<file path="src/rtl/fifo_sb_pkg.sv">
// Shared types for the in-order FIFO scoreboard: error codes, checker state,
// and the helper that picks which error is reported first.
package fifo_sb_pkg;

  typedef enum logic [2:0] {
    ERR_NONE      = 3'd0,
    ERR_MISMATCH  = 3'd1,
    ERR_OVERFLOW  = 3'd2,
    ERR_UNDERFLOW = 3'd3,
    ERR_TIMEOUT   = 3'd4
  } err_code_t;

  typedef enum logic {
    SB_OK  = 1'b0,
    SB_ERR = 1'b1
  } state_t;

  // When several errors land in one cycle, the one reported is chosen in
  // the order underflow, overflow, mismatch, timeout.
  function automatic err_code_t pick_first_err(input logic underflow,
                                               input logic overflow,
                                               input logic mismatch,
                                               input logic timeout);
    err_code_t code;
    code = ERR_NONE;
    if (underflow)     code = ERR_UNDERFLOW;
    else if (overflow) code = ERR_OVERFLOW;
    else if (mismatch) code = ERR_MISMATCH;
    else if (timeout)  code = ERR_TIMEOUT;
    return code;
  endfunction

endpackage

</file>
<file path="src/rtl/fifo_sb_queue.sv">
// Shadow circular buffer for the scoreboard. Pointers wrap at DEPTH, which
// need not be a power of two. Push and pop in the same cycle are allowed
// even when full, since the slot being overwritten is the one being popped.
module fifo_sb_queue #(
  parameter int DATA_W = 4,
  parameter int DEPTH  = 4
) (
  input  logic                       clk,
  input  logic                       rstN,
  input  logic                       push,
  input  logic                       pop,
  input  logic [DATA_W-1:0]          push_data,
  output logic [DATA_W-1:0]          head,
  output logic [$clog2(DEPTH+1)-1:0] count
);

  localparam int PTR_W = (DEPTH > 1) ? $clog2(DEPTH) : 1;

  logic [DATA_W-1:0] mem [DEPTH];
  logic [PTR_W-1:0]  wr_ptr;
  logic [PTR_W-1:0]  rd_ptr;

  function automatic logic [PTR_W-1:0] bump(input logic [PTR_W-1:0] p);
    return (p == PTR_W'(DEPTH - 1)) ? '0 : p + 1'b1;
  endfunction

  // Pointers and occupancy; an asynchronous reset discards every entry.
  always_ff @(posedge clk or negedge rstN) begin
    if (!rstN) begin
      wr_ptr <= '0;
      rd_ptr <= '0;
      count  <= '0;
    end else begin
      if (push) wr_ptr <= bump(wr_ptr);
      if (pop)  rd_ptr <= bump(rd_ptr);
      unique case ({push, pop})
        2'b10:   count <= count + 1'b1;
        2'b01:   count <= count - 1'b1;
        default: count <= count;
      endcase
    end
  end

  // Entry storage needs no reset because occupancy gates every read.
  always_ff @(posedge clk) begin
    if (push) mem[wr_ptr] <= push_data;
  end

  assign head = mem[rd_ptr];

endmodule

</file>
<file path="src/rtl/fifo_scoreboard.sv">
// In-order scoreboard that shadows a FIFO-like block: records accepted
// writes, checks each read against the oldest outstanding write under
// CMP_MASK, and latches sticky errors with first-error capture.
// Optional feature macro: FIFO_SB_TIMEOUT_EN enables starvation detection.
module fifo_scoreboard
  import fifo_sb_pkg::*;
#(
  parameter int                DATA_W      = 4,
  parameter int                MAX_PENDING = 4,
  parameter logic [DATA_W-1:0] CMP_MASK    = '1,
  parameter int                TIMEOUT     = 16
) (
  input  logic                             clk,
  input  logic                             rstN,
  input  logic                             in_vld,
  input  logic [DATA_W-1:0]                in_data,
  input  logic                             out_vld,
  input  logic [DATA_W-1:0]                out_data,
  output logic [$clog2(MAX_PENDING+1)-1:0] pending,
  output logic                             err_mismatch,
  output logic                             err_overflow,
  output logic                             err_underflow,
  output logic                             err_timeout,
  output logic                             err_any,
  output err_code_t                        first_err
);

  localparam int PEND_W = $clog2(MAX_PENDING + 1);

  logic [DATA_W-1:0] head;
  logic [PEND_W-1:0] count;
  logic              empty;
  logic              full;
  logic              push;
  logic              pop;
  logic              cmp_en;
  logic [DATA_W-1:0] cmp_ref;
  logic              mismatch_ev;
  logic              overflow_ev;
  logic              underflow_ev;
  logic              timeout_ev;
  logic              any_ev;
  state_t            state;
  state_t            state_next;
  err_code_t         first_err_next;

  fifo_sb_queue #(
    .DATA_W (DATA_W),
    .DEPTH  (MAX_PENDING)
  ) u_queue (
    .clk       (clk),
    .rstN      (rstN),
    .push      (push),
    .pop       (pop),
    .push_data (in_data),
    .head      (head),
    .count     (count)
  );

  assign empty = (count == '0);
  assign full  = (count == PEND_W'(MAX_PENDING));

  // A write plus a read on an empty queue is a bypass and stores nothing;
  // on a non-empty queue the pop frees a slot, so the push is legal at full.
  assign push = in_vld & (out_vld ? ~empty : ~full);
  assign pop  = out_vld & ~empty;

  assign overflow_ev  = in_vld & ~out_vld & full;
  assign underflow_ev = out_vld & ~in_vld & empty;

  // The bypass compares the read directly against the write of that cycle.
  assign cmp_en      = out_vld & (in_vld | ~empty);
  assign cmp_ref     = empty ? in_data : head;
  assign mismatch_ev = cmp_en & (|((out_data ^ cmp_ref) & CMP_MASK));

`ifdef FIFO_SB_TIMEOUT_EN
  localparam int TO_W = $clog2(TIMEOUT + 1);

  logic [TO_W-1:0] starve_cnt;

  // Count cycles the oldest entry waits without a read; saturate at TIMEOUT.
  always_ff @(posedge clk or negedge rstN) begin
    if (!rstN) begin
      starve_cnt <= '0;
    end else if (pop || empty) begin
      starve_cnt <= '0;
    end else if (starve_cnt != TO_W'(TIMEOUT)) begin
      starve_cnt <= starve_cnt + 1'b1;
    end
  end

  assign timeout_ev = (starve_cnt == TO_W'(TIMEOUT));
`else
  assign timeout_ev = 1'b0;
`endif

  assign any_ev = mismatch_ev | overflow_ev | underflow_ev | timeout_ev;

  // Sticky error flags keep latching even after the first error.
  always_ff @(posedge clk or negedge rstN) begin
    if (!rstN) begin
      err_mismatch  <= 1'b0;
      err_overflow  <= 1'b0;
      err_underflow <= 1'b0;
      err_timeout   <= 1'b0;
    end else begin
      if (mismatch_ev)  err_mismatch  <= 1'b1;
      if (overflow_ev)  err_overflow  <= 1'b1;
      if (underflow_ev) err_underflow <= 1'b1;
      if (timeout_ev)   err_timeout   <= 1'b1;
    end
  end

  // Checker state and first-error code registers.
  always_ff @(posedge clk or negedge rstN) begin
    if (!rstN) begin
      state     <= SB_OK;
      first_err <= ERR_NONE;
    end else begin
      state     <= state_next;
      first_err <= first_err_next;
    end
  end

  // Leave SB_OK on the first error and freeze its code; only reset returns.
  always_comb begin
    state_next     = state;
    first_err_next = first_err;
    unique case (state)
      SB_OK: begin
        if (any_ev) begin
          state_next     = SB_ERR;
          first_err_next = pick_first_err(underflow_ev, overflow_ev,
                                          mismatch_ev, timeout_ev);
        end
      end
      SB_ERR: begin
        state_next = SB_ERR;
      end
      default: begin
        state_next = SB_OK;
      end
    endcase
  end

  assign pending = count;
  assign err_any = err_mismatch | err_overflow | err_underflow | err_timeout;

endmodule

</file>
<file path="config.mk">
export PLATFORM = sky130hd
export DESIGN_NAME = fifo_scoreboard
export DESIGN_NICKNAME = d
export VERILOG_FILES = /design/src/rtl/fifo_sb_pkg.sv /design/src/rtl/fifo_sb_queue.sv /design/src/rtl/fifo_scoreboard.sv
export SDC_FILE = /design/constraint.sdc
export NUM_CORES = 1
export LEC_CHECK = 0
export BUFFER_PORTS_ARGS = -buffer_cell sky130_fd_sc_hd__buf_2
export CAP_MARGIN = 20
export CORE_UTILIZATION = 59
export CTS_CLUSTER_DIAMETER = 100
export DETAILED_ROUTE_END_ITERATION = 8
export PLACE_DENSITY = 0.83
export SLEW_MARGIN = 0
export SYNTH_ARGS = -nofsm -noshare
export SYNTH_HDL_FRONTEND = slang
export SYNTH_SLANG_ARGS = --single-unit
</file>
<file path="constraint.sdc">
create_clock -name clk -period 4 [get_ports clk]
set_input_delay 1 -clock clk [delete_from_list [all_inputs] [get_ports clk]]
set_output_delay 1 -clock clk [all_outputs]
set_load 0.05 [all_outputs]
</file>
==> impl_results.md, run 1 <==
* DR DRC count at 0
* Mapped Cells at 103
* H-tree depth at 2
* Worst Setup Slack, final at 1.49 ns
* Post-Route WL at 2360 um
* Total CTS buffers at 5
* Critical Path AT at 2.76 ns
* Vias/cell at 5.42
* Synth unique cells at 35
* Core Area at 2230 sq um
* Vias at 851
* Synth Warn # at 0
* Synth area leader: edfxtp_1
* Final Non-Filler Cells at 157
* Final setup vio count at 0
* Top-area cell type share of the netlist area at 34.2%
* Final instance area at 1600 sq um
* Grt ovf at 0
* CP endpoint kind: flop
* Total track usage at 23.1%
* Largest net degree at the start of global routing at 14
* Ys async rst share at 44.8%
* Worst min path class: flop to flop
* Die Span Y at 50.8 um
* Total power at 1.14 mW
* Avg WL per Cell at 15.1 um
* I/O pin cnt at 23
* Vias in the first global route at 871
* Avg Cell Area, Syn at 13.7 sq um
* EDFF count, synth at 16
* Clock skew at 0.0110 ns
* Post-CTS setup buffers at 0
* FILL cells at 144
* Layout overhead on the synthesized area at 13.6%
* PwrDens at 713 nW/um^2
* Worst-Skew Late Latency at 0.32 ns
* Clock Path Buffers at 2
* Relative slew slack at 61.0%
* Share of layout cells above drive strength 1 at 25.6%
* First-pass GRT wire length at 4120 um
* Peak VDD IR at 485 uV
* Crit path max fanout at 8
* GP Congestion at 0.782
* Die area at 2580 sq um
* Placed Area at 1520 sq um
* Startpoint types: primary input
* Setup TNS at 0 ns
* Area of the multi-input gates at 548 sq um
* Fin. max-slew vios at 0
* Antenna Violating Nets Remaining at 0
* Hold_buf cts at 0
* Drt pass-1 iters at 4
* CTS resizes at 0
* Initial DRC count at 21
* CTS root buffer: clkbuf_4
* Initial antenna violation count at 0
* Number of max-cap violations at 0
* Leakage at 0.660 nW
* Row count at 17
* Final period utilization at 62.7%
* Register bit count reported by yosys at 29
* Crit path kind: primary input to flop
* Synth Cell Area at 1410 sq um
* Slew @ Worst Pin at 0.582 ns
* IO Port Bufs at 20
* Most common flop cell mapped by yosys: edfxtp_1
* Register area at 806 sq um
* Clock-pin slew on the worst setup and hold paths at 0.10 ns
* Initial Util at 63.0%
* # diodes at 0
* RSZ-0062 raised after global routing: false
* Tmin final at 2.51 ns
* Dpl ws at 1.20 ns
* # nets final at 147
* Status: complete, no violations
* Seq/Total Area, Yosys at 57.3%
* FMAX at 0.399 GHz
* Worst Path Required at 4.25 ns
* Final hold violation count at 0
* Detailed placer's ending HPWL at 1710 um
* Clock Sinks at 29
* Synth area leaders: edfxtp_1 34%, dfrtp_1 23%, mux4_1 7.5%
* CTS tree: done
* Placed cell count at 149
* Die X at 50.8 um
layout by cell type (no fill, tap or decap), types with 2 or more instances in the layout:
cell,Yosys,final
or3_1,2,2
clkbuf_4,0,5
dfrtp_1,13,13
xnor2_1,5,5
ha_1,6,6
xor2_1,7,7
o21ai_0,3,3
and2_1,4,4
nand2_1,7,7
o21ai_1,2,2
a31oi_1,2,2
nor2_1,3,3
buf_2,0,20
edfxtp_1,16,16
inv_1,7,7
mux4_1,4,4
conb_1,1,2
registers in the layout, summed over array words and instances, names as in the netlist:
signal / count
first_err: 2
u_queue.mem: 16
state: 1
err_overflow: 1
u_queue.count: 3
u_queue.rd_ptr: 2
err_mismatch: 1
u_queue.wr_ptr: 2
err_underflow: 1
Yosys cell counts (all sizes together) (3+ instances only):
library cell and n:
nand2 7, o21ai 5, buf 3, mux4 4, xor2 7, inv 8, ha 6, and2 4
nor2 3, edfxtp 16, xnor2 5, dfrtp 13
per-layer routing:
layer	GRT usage (%)	part of all wire, %
met1	29.8	47
met2	34.7	46
met3	7.74	3.8
met4	12.5	3.2
met5	0	0
where the power goes:
part	switching (mW)	internal, mW
registers	0.0668	0.399
clock network	0.103	0.129
logic	0.269	0.171
layout make-up:
| type | instances | area share [%] |
|---|---|---|
| clock inverters | 3 | 2.58 |
| well taps | 28 | 2.19 |
| flip-flops and latches | 29 | 50.4 |
| repair buffers | 20 | 6.26 |
| clock buffers | 5 | 2.35 |
| inverters | 8 | 1.88 |
| multi-input cells | 64 | 34.3 |
critical path: stages:
cell	delay, ns
buf_2	0.14
xor2_1	0.17
a31oi_1	0.49
inv_2	0.07
ha_1	0.24
inv_1	0.08
fa_1	0.41
o21ai_0	0.16
path summary, 6_finish.rpt:
path	start	to	slack, ns	cells after the start
min in group asynchronous	rstN	u_queue.rd_ptr[0]	0.55	1
min	first_err[0]	first_err[0]	0.47	2
max	out_vld	u_queue.count[1]	1.49	8
min reg2reg	first_err[0]	first_err[0]	0.47	2
max in group asynchronous	rstN	u_queue.wr_ptr[1]	3.21	1
max reg2reg	u_queue.count[2]	u_queue.count[1]	1.84	7
per-stage QoR:
step / utilization (%) / hold WS (ns)
6_report: 71.5 / 0.467
2_1_floorplan: - / 0.475
5_1_grt: 71.5 / 0.500
4_1_cts: 71.5 / 0.471
3_5_place_dp: 68.0 / 0.451
3_3_place_gp: 68.0 / 0.447
kinds of logic after synthesis:
kind of cell | count (synthesis) | share of synthesized area (%)
AOI/OAI and AO/OA | 14 | 6.76
xor gates and xnor gates | 12 | 7.47
adders and majority gates | 7 | 6.76
buffers and inverters | 11 | 4.00
DFF | 29 | 57.3
muxes | 5 | 8.27
other | 1 | 0.267
and+or+nand+nor | 24 | 9.16
No activity file was read; power rests on OpenSTA's default activity.
==> run 2: changes to the inputs <==
Settings changed: CORE_UTILIZATION 59 to 55, PLACE_DENSITY 0.83 to 0.78.
Clock period 4 ns to 2.61 ns, I/O delays scaled along.
==> run 2 against run 1 <==
Routed wire length shrank 2.4%. Combinational power up 52%. Clock-buffer cell count is 2 higher. Clock skew is 0.0037 ns lower. Global-route usage is 2.8 points lower. Critical path type is now flop to flop.
==> impl_results.md, run 2 (synthesized netlist as in run 1, its figures left out) <==
* CTS resizes at 0
* Top Registers: u_queue.mem (16), u_queue.count (3)
* CTS tree: done
* Final hold violation count at 0
* Drt pass-1 iters at 4
* Number of max-cap violations at 0
* Psw at 658 uW
* # diodes at 0
* Post-CTS setup buffers at 0
* # nets final at 148
* Reg2Reg Depth at 9
* Status: complete, no violations
* Share of layout cells above drive strength 1 at 26.9%
* Antenna Violating Nets Remaining at 0
* M2 GR Usage at 31.9%
* Total power at 1.69 mW
* Setup TNS at 0 ns
* Row count at 17
* Sw Share at 38.9%
* Clock skew at 0.00729 ns
* Final instance area at 1600 sq um
* Total CTS buffers at 5
* DR DRC count at 0
* Hold_ws at 0.189 ns
* Peak VDD IR at 866 uV
* Initial DRC count at 14
* Clk pwr share at 18.3%
* RSZ-0062 raised after global routing: false
* Crit path kind: flop to flop
* Detailed placer's ending HPWL at 1840 um
* P_int at 1.03 mW
* Initial antenna violation count at 0
* Final period utilization at 81.6%
* RR Startpoint: u_queue.count[0]
* Initial Util at 60.7%
* Leakage at 0.668 nW
* GP Congestion at 0.728
* Die area at 2760 sq um
* Avg WL per Cell at 14.6 um
* Largest net degree at the start of global routing at 14
* FMAX at 0.470 GHz
* First-pass GRT wire length at 3660 um
* Final setup vio count at 0
* Die X at 52.6 um
* IO Port Bufs at 20
* Clock Sinks at 29
* Worst-Skew Late Latency at 0.33 ns
* Core Area at 2320 sq um
* Die Span Y at 52.6 um
* Placed Area at 1530 sq um
* Global Route met1 Usage at 24.3%
* Total track usage at 20.3%
* Busiest grt layer: met2
* FILL cells at 181
* Layout overhead on the synthesized area at 13.5%
* Seq pwr share at 42.1%
* I/O pin cnt at 23
* Crit path max fanout at 4
* Biggest register: u_queue.mem
* Fin. max-slew vios at 0
* Worst Path Required at 2.82 ns
* Clock Path Buffers at 2
* Clock-pin slew on the worst setup and hold paths at 0.09 ns
* H-tree depth at 2
* Tmin final at 2.13 ns
* Max reg flops at 16
* Vias/cell at 5.36
* Critical Path AT at 2.34 ns
* Post-Route WL at 2310 um
* CP endpoint kind: flop
* Vias at 847
* Worst min path class: primary input to asynchronous set/reset pin
* Crit path from: u_queue.count[0]
* Routing usage on met3 at 8.41%
* Hold_buf cts at 0
* Commonest non-fill, non-tap cell in the layout: buf_2
* CTS root buffer: clkbuf_4
* Logic pwr share at 39.6%
* Vias in the first global route at 813
* Grt ovf at 0
* PwrDens at 1060 nW/um^2
* Startpoint types: flop
* Most frequent cells in the layout: 20 x buf_2, 16 x edfxtp_1, 13 x dfrtp_1
==> run 2: changes by cell type in the layout (fill, tap and decap cells not counted) <==
cell / change
buf_4: +1
bufinv_16: -1
clkbuf_8: +2
clkinv_1: -1
clkinv_2: +1
clkinvlp_4: -1
==> run 2: power groups by stage <==
stage	clock network (mW)	logic [mW]	registers, mW
floorplan	0	0.409	0.836
global placement	0	0.645	0.715
detailed placement	0	0.678	0.722
CTS	0.312	0.681	0.711
global route	0.336	0.739	0.729
finish	0.309	0.670	0.712
==> run 2: final timing paths <==
| kind | end | slack (ns) |
|---|---|---|
| min reg2reg | first_err[0] | 0.47 |
| min | state | 0.19 |
| max reg2reg | u_queue.count[2] | 0.48 |
| min in group clk | first_err[0] | 0.47 |
| max | u_queue.count[2] | 0.48 |
| max in group asynchronous | err_underflow | 2.19 |
==> run 2: final cells by class <==
cell class	count	area (sq um)	share of cell area, %
Multi-Input combinational cell	64	548	34.3
Tap cell	28	35.0	2.19
Clock buffer	7	65.1	4.08
Timing Repair Buffer	21	108	6.74
Inverter	8	30.0	1.88
Sequential cell	29	806	50.5
Clock inverter	1	5.00	0.313
==> run 2: metrics by stage <==
| step | std cells | util, % | setup slack, ns |
|---|---|---|---|
| floorplan | 104 | - | 0.408 |
| global placement | 150 | 65.8 | 0.402 |
| detailed placement | 150 | 65.8 | 0.273 |
| CTS | 158 | 68.9 | 0.479 |
| global route | 158 | 68.9 | 0.348 |
| finish | 158 | 68.9 | 0.481 |
==> run 2: routing by layer <==
metal | share of wire [%] | vias to the layer above | routed length (um)
met2 | 50 | 17 | 1160
met3 | 4.4 | 4 | 101
met1 | 44 | 411 | 1010
met4 | 1.7 | 0 | 40
met5 | 0 | - | 0
li1 | - | 415 | -
==> run 2: worst max-delay path, cell delays in order (launching register included) <==
cell	delay, ns
dfrtp_1	0.43
or2_2	0.35
o21ai_1	0.29
inv_1	0.10
ha_1	0.22
inv_1	0.08
fa_1	0.18
xor2_1	0.14
nor2_1	0.07
xor2_1	0.15
==> run 3: changes to the inputs <==
Settings changed: CORE_UTILIZATION 55 to 49, PLACE_DENSITY 0.78 to 0.74.
Clock period 2.61 ns to 1.7 ns, I/O delays scaled along.
==> run 3 against run 2 <==
Largest cell class unchanged. Largest power group is now combinational cells. The flow now finishes with violations (negative setup slack). Critical path depth stayed put. Highest routed layer unchanged. Sequential power is 53% higher. Via count is 6.7% higher. Total power is 78% higher.
==> impl_results.md, run 3 (synthesized netlist as in run 1, its figures left out) <==
* Status: complete, but fails checks
* Failing checks: negative setup slack
* Crit path kind: flop to flop
* Avg WL per Cell at 14.1 um
* Post-Route WL at 2500 um
* FILL cells at 215
* CTS root buffer: clkbuf_4
* Vias/cell at 5.11
* Final hold violation count at 0
* First-pass GRT wire length at 4530 um
* Startpoint types: flop
* Max reg flops at 16
* Share of layout cells above drive strength 1 at 46.6%
* Initial Util at 51.4%
* RSZ-0062 raised after global routing: true
* Die X at 55.6 um
* Critical Path AT at 2.00 ns
* Crit path max fanout at 2
* CTS tree: done
* Crit-path max cell delay at 0.44 ns
* Die area at 3090 sq um
* Number of max-cap violations at 0
* Dpl ws at -0.225 ns
* Detailed placer's ending HPWL at 1880 um
* Leakage at 0.746 nW
* DR DRC count at 0
* Placed Area at 1640 sq um
* Clock skew at 0.0140 ns
* Core Area at 2730 sq um
* Clock-pin slew on the worst setup and hold paths at 0.11 ns
* Worst Path Required at 1.94 ns
* IO Port Bufs at 20
* H-tree depth at 2
* FMAX at 0.566 GHz
* Commonest non-fill, non-tap cell in the layout: buf_2
* I/O pin cnt at 23
* Crit path cell chain: xor2_2, a31oi_2, inv_2, ha_4, inv_2, fa_2, xor2_1, nor2_1, xor2_1
* Initial DRC count at 29
* Die Span Y at 55.6 um
* # nets final at 164
* Tmin final at 1.77 ns
* Clock Sinks at 29
* Fin. max-slew vios at 0
* Layout overhead on the synthesized area at 27.3%
* Final period utilization at 104%
* PwrDens at 1680 nW/um^2
* Initial antenna violation count at 0
* Clock Path Buffers at 2
* Vias in the first global route at 1,009
* Grt ovf at 0
* Total CTS buffers at 5
* Row count at 19
* Final instance area at 1790 sq um
* Vias at 904
* Slowest-stage cell, CP: dfrtp_2
* Final setup vio count at 5
* Biggest register: u_queue.mem
* CP endpoint kind: flop
* Worst Setup Slack, final at -0.0662 ns
* Largest net degree at the start of global routing at 14
* GP Congestion at 0.685
* Peak VDD IR at 1620 uV
* Worst-Skew Late Latency at 0.32 ns
* Top Registers: u_queue.mem (16), u_queue.count (3)
* Drt pass-1 iters at 5
* # diodes at 0
* Antenna Violating Nets Remaining at 0
* Worst min path class: primary input to flop
* Most frequent cells in the layout: 19 x buf_2, 16 x buf_4, 16 x edfxtp_1, 9 x dfrtp_1, 7 x nand2_1
* Utilization after layout at 65.5%
* Total track usage at 19.6%
[run 3: path summary, 6_finish.rpt]
| path | startpoint | cells past startpoint | endpoint | slack [ns] |
|---|---|---|---|---|
| max in group asynchronous | rstN | 2 | u_queue.count[1] | 0.93 |
| max | u_queue.count[2] | 9 | u_queue.count[2] | -0.07 |
| min | in_data[1] | 1 | u_queue.mem[2][1] | 0.35 |
| min reg2reg | first_err[0] | 2 | first_err[0] | 0.48 |
| min in group asynchronous | rstN | 2 | first_err[0] | 0.51 |
| max reg2reg | u_queue.count[2] | 9 | u_queue.count[2] | -0.07 |
[run 3: stage by stage]
| step | power (mW) | hold slack [ns] | cells | setup TNS (ns) |
|---|---|---|---|---|
| floorplan | 1.98 | 0.129 | 104 | -0.444 |
| global placement | 2.26 | 0.326 | 164 | -0.533 |
| detailed placement | 2.32 | 0.326 | 164 | -0.767 |
| CTS | 2.98 | 0.339 | 176 | -0.364 |
| global route | 3.21 | 0.330 | 177 | -0.892 |
| finish | 3.01 | 0.350 | 177 | -0.181 |
[run 3: what timing repair did]
| action | CTS | global route |
|---|---|---|
| hold endpoints to repair | 13 | 0 |
| buffers inserted | 3 | 1 |
| gates resized for setup | 9 | 3 |
| setup endpoints to repair | 7 | 7 |
| hold buffers | 1 | 0 |
| pin swaps | 9 | 3 |
| gates cloned | 0 | 0 |
[run 3: per-layer routing]
| metal | GRT usage (%) | up-vias | part of all wire [%] |
|---|---|---|---|
| li1 | - | 444 | - |
| met2 | 32.7 | 17 | 53 |
| met3 | 7.21 | 2 | 3.0 |
| met1 | 23.4 | 441 | 44 |
| met5 | 0 | - | 0 |
| met4 | 6.79 | 0 | 0.68 |
[run 3: area by class of cell]
type	instances	area (sq um)	share of cell area, %
sequential	29	811	45.3
multi-input combinational	64	591	33.0
timing repair buffer	37	236	13.2
clock inverter	3	46.3	2.59
tap	31	38.8	2.17
clock buffer	5	37.5	2.10
inverter	8	30.0	1.68
[run 3: critical path: cells and delay by family (launching register included)]
| kind | cells | cell delay [ns] |
|---|---|---|
| XOR/XNOR | 3 | 0.45 |
| adder cells (fa/ha/maj) | 2 | 0.45 |
| flip-flops | 1 | 0.44 |
| AO/OA/AOI/OAI | 1 | 0.12 |
| buffers and inverters | 2 | 0.12 |
| AND/OR/NAND/NOR | 1 | 0.11 |
[run 3: where the power goes]
part           internal, mW  switching (mW)  total [mW]
sequential            0.950           0.144        1.09
clock                 0.311           0.258       0.569
combinational         0.617           0.727        1.34
total                  1.88            1.13        3.01
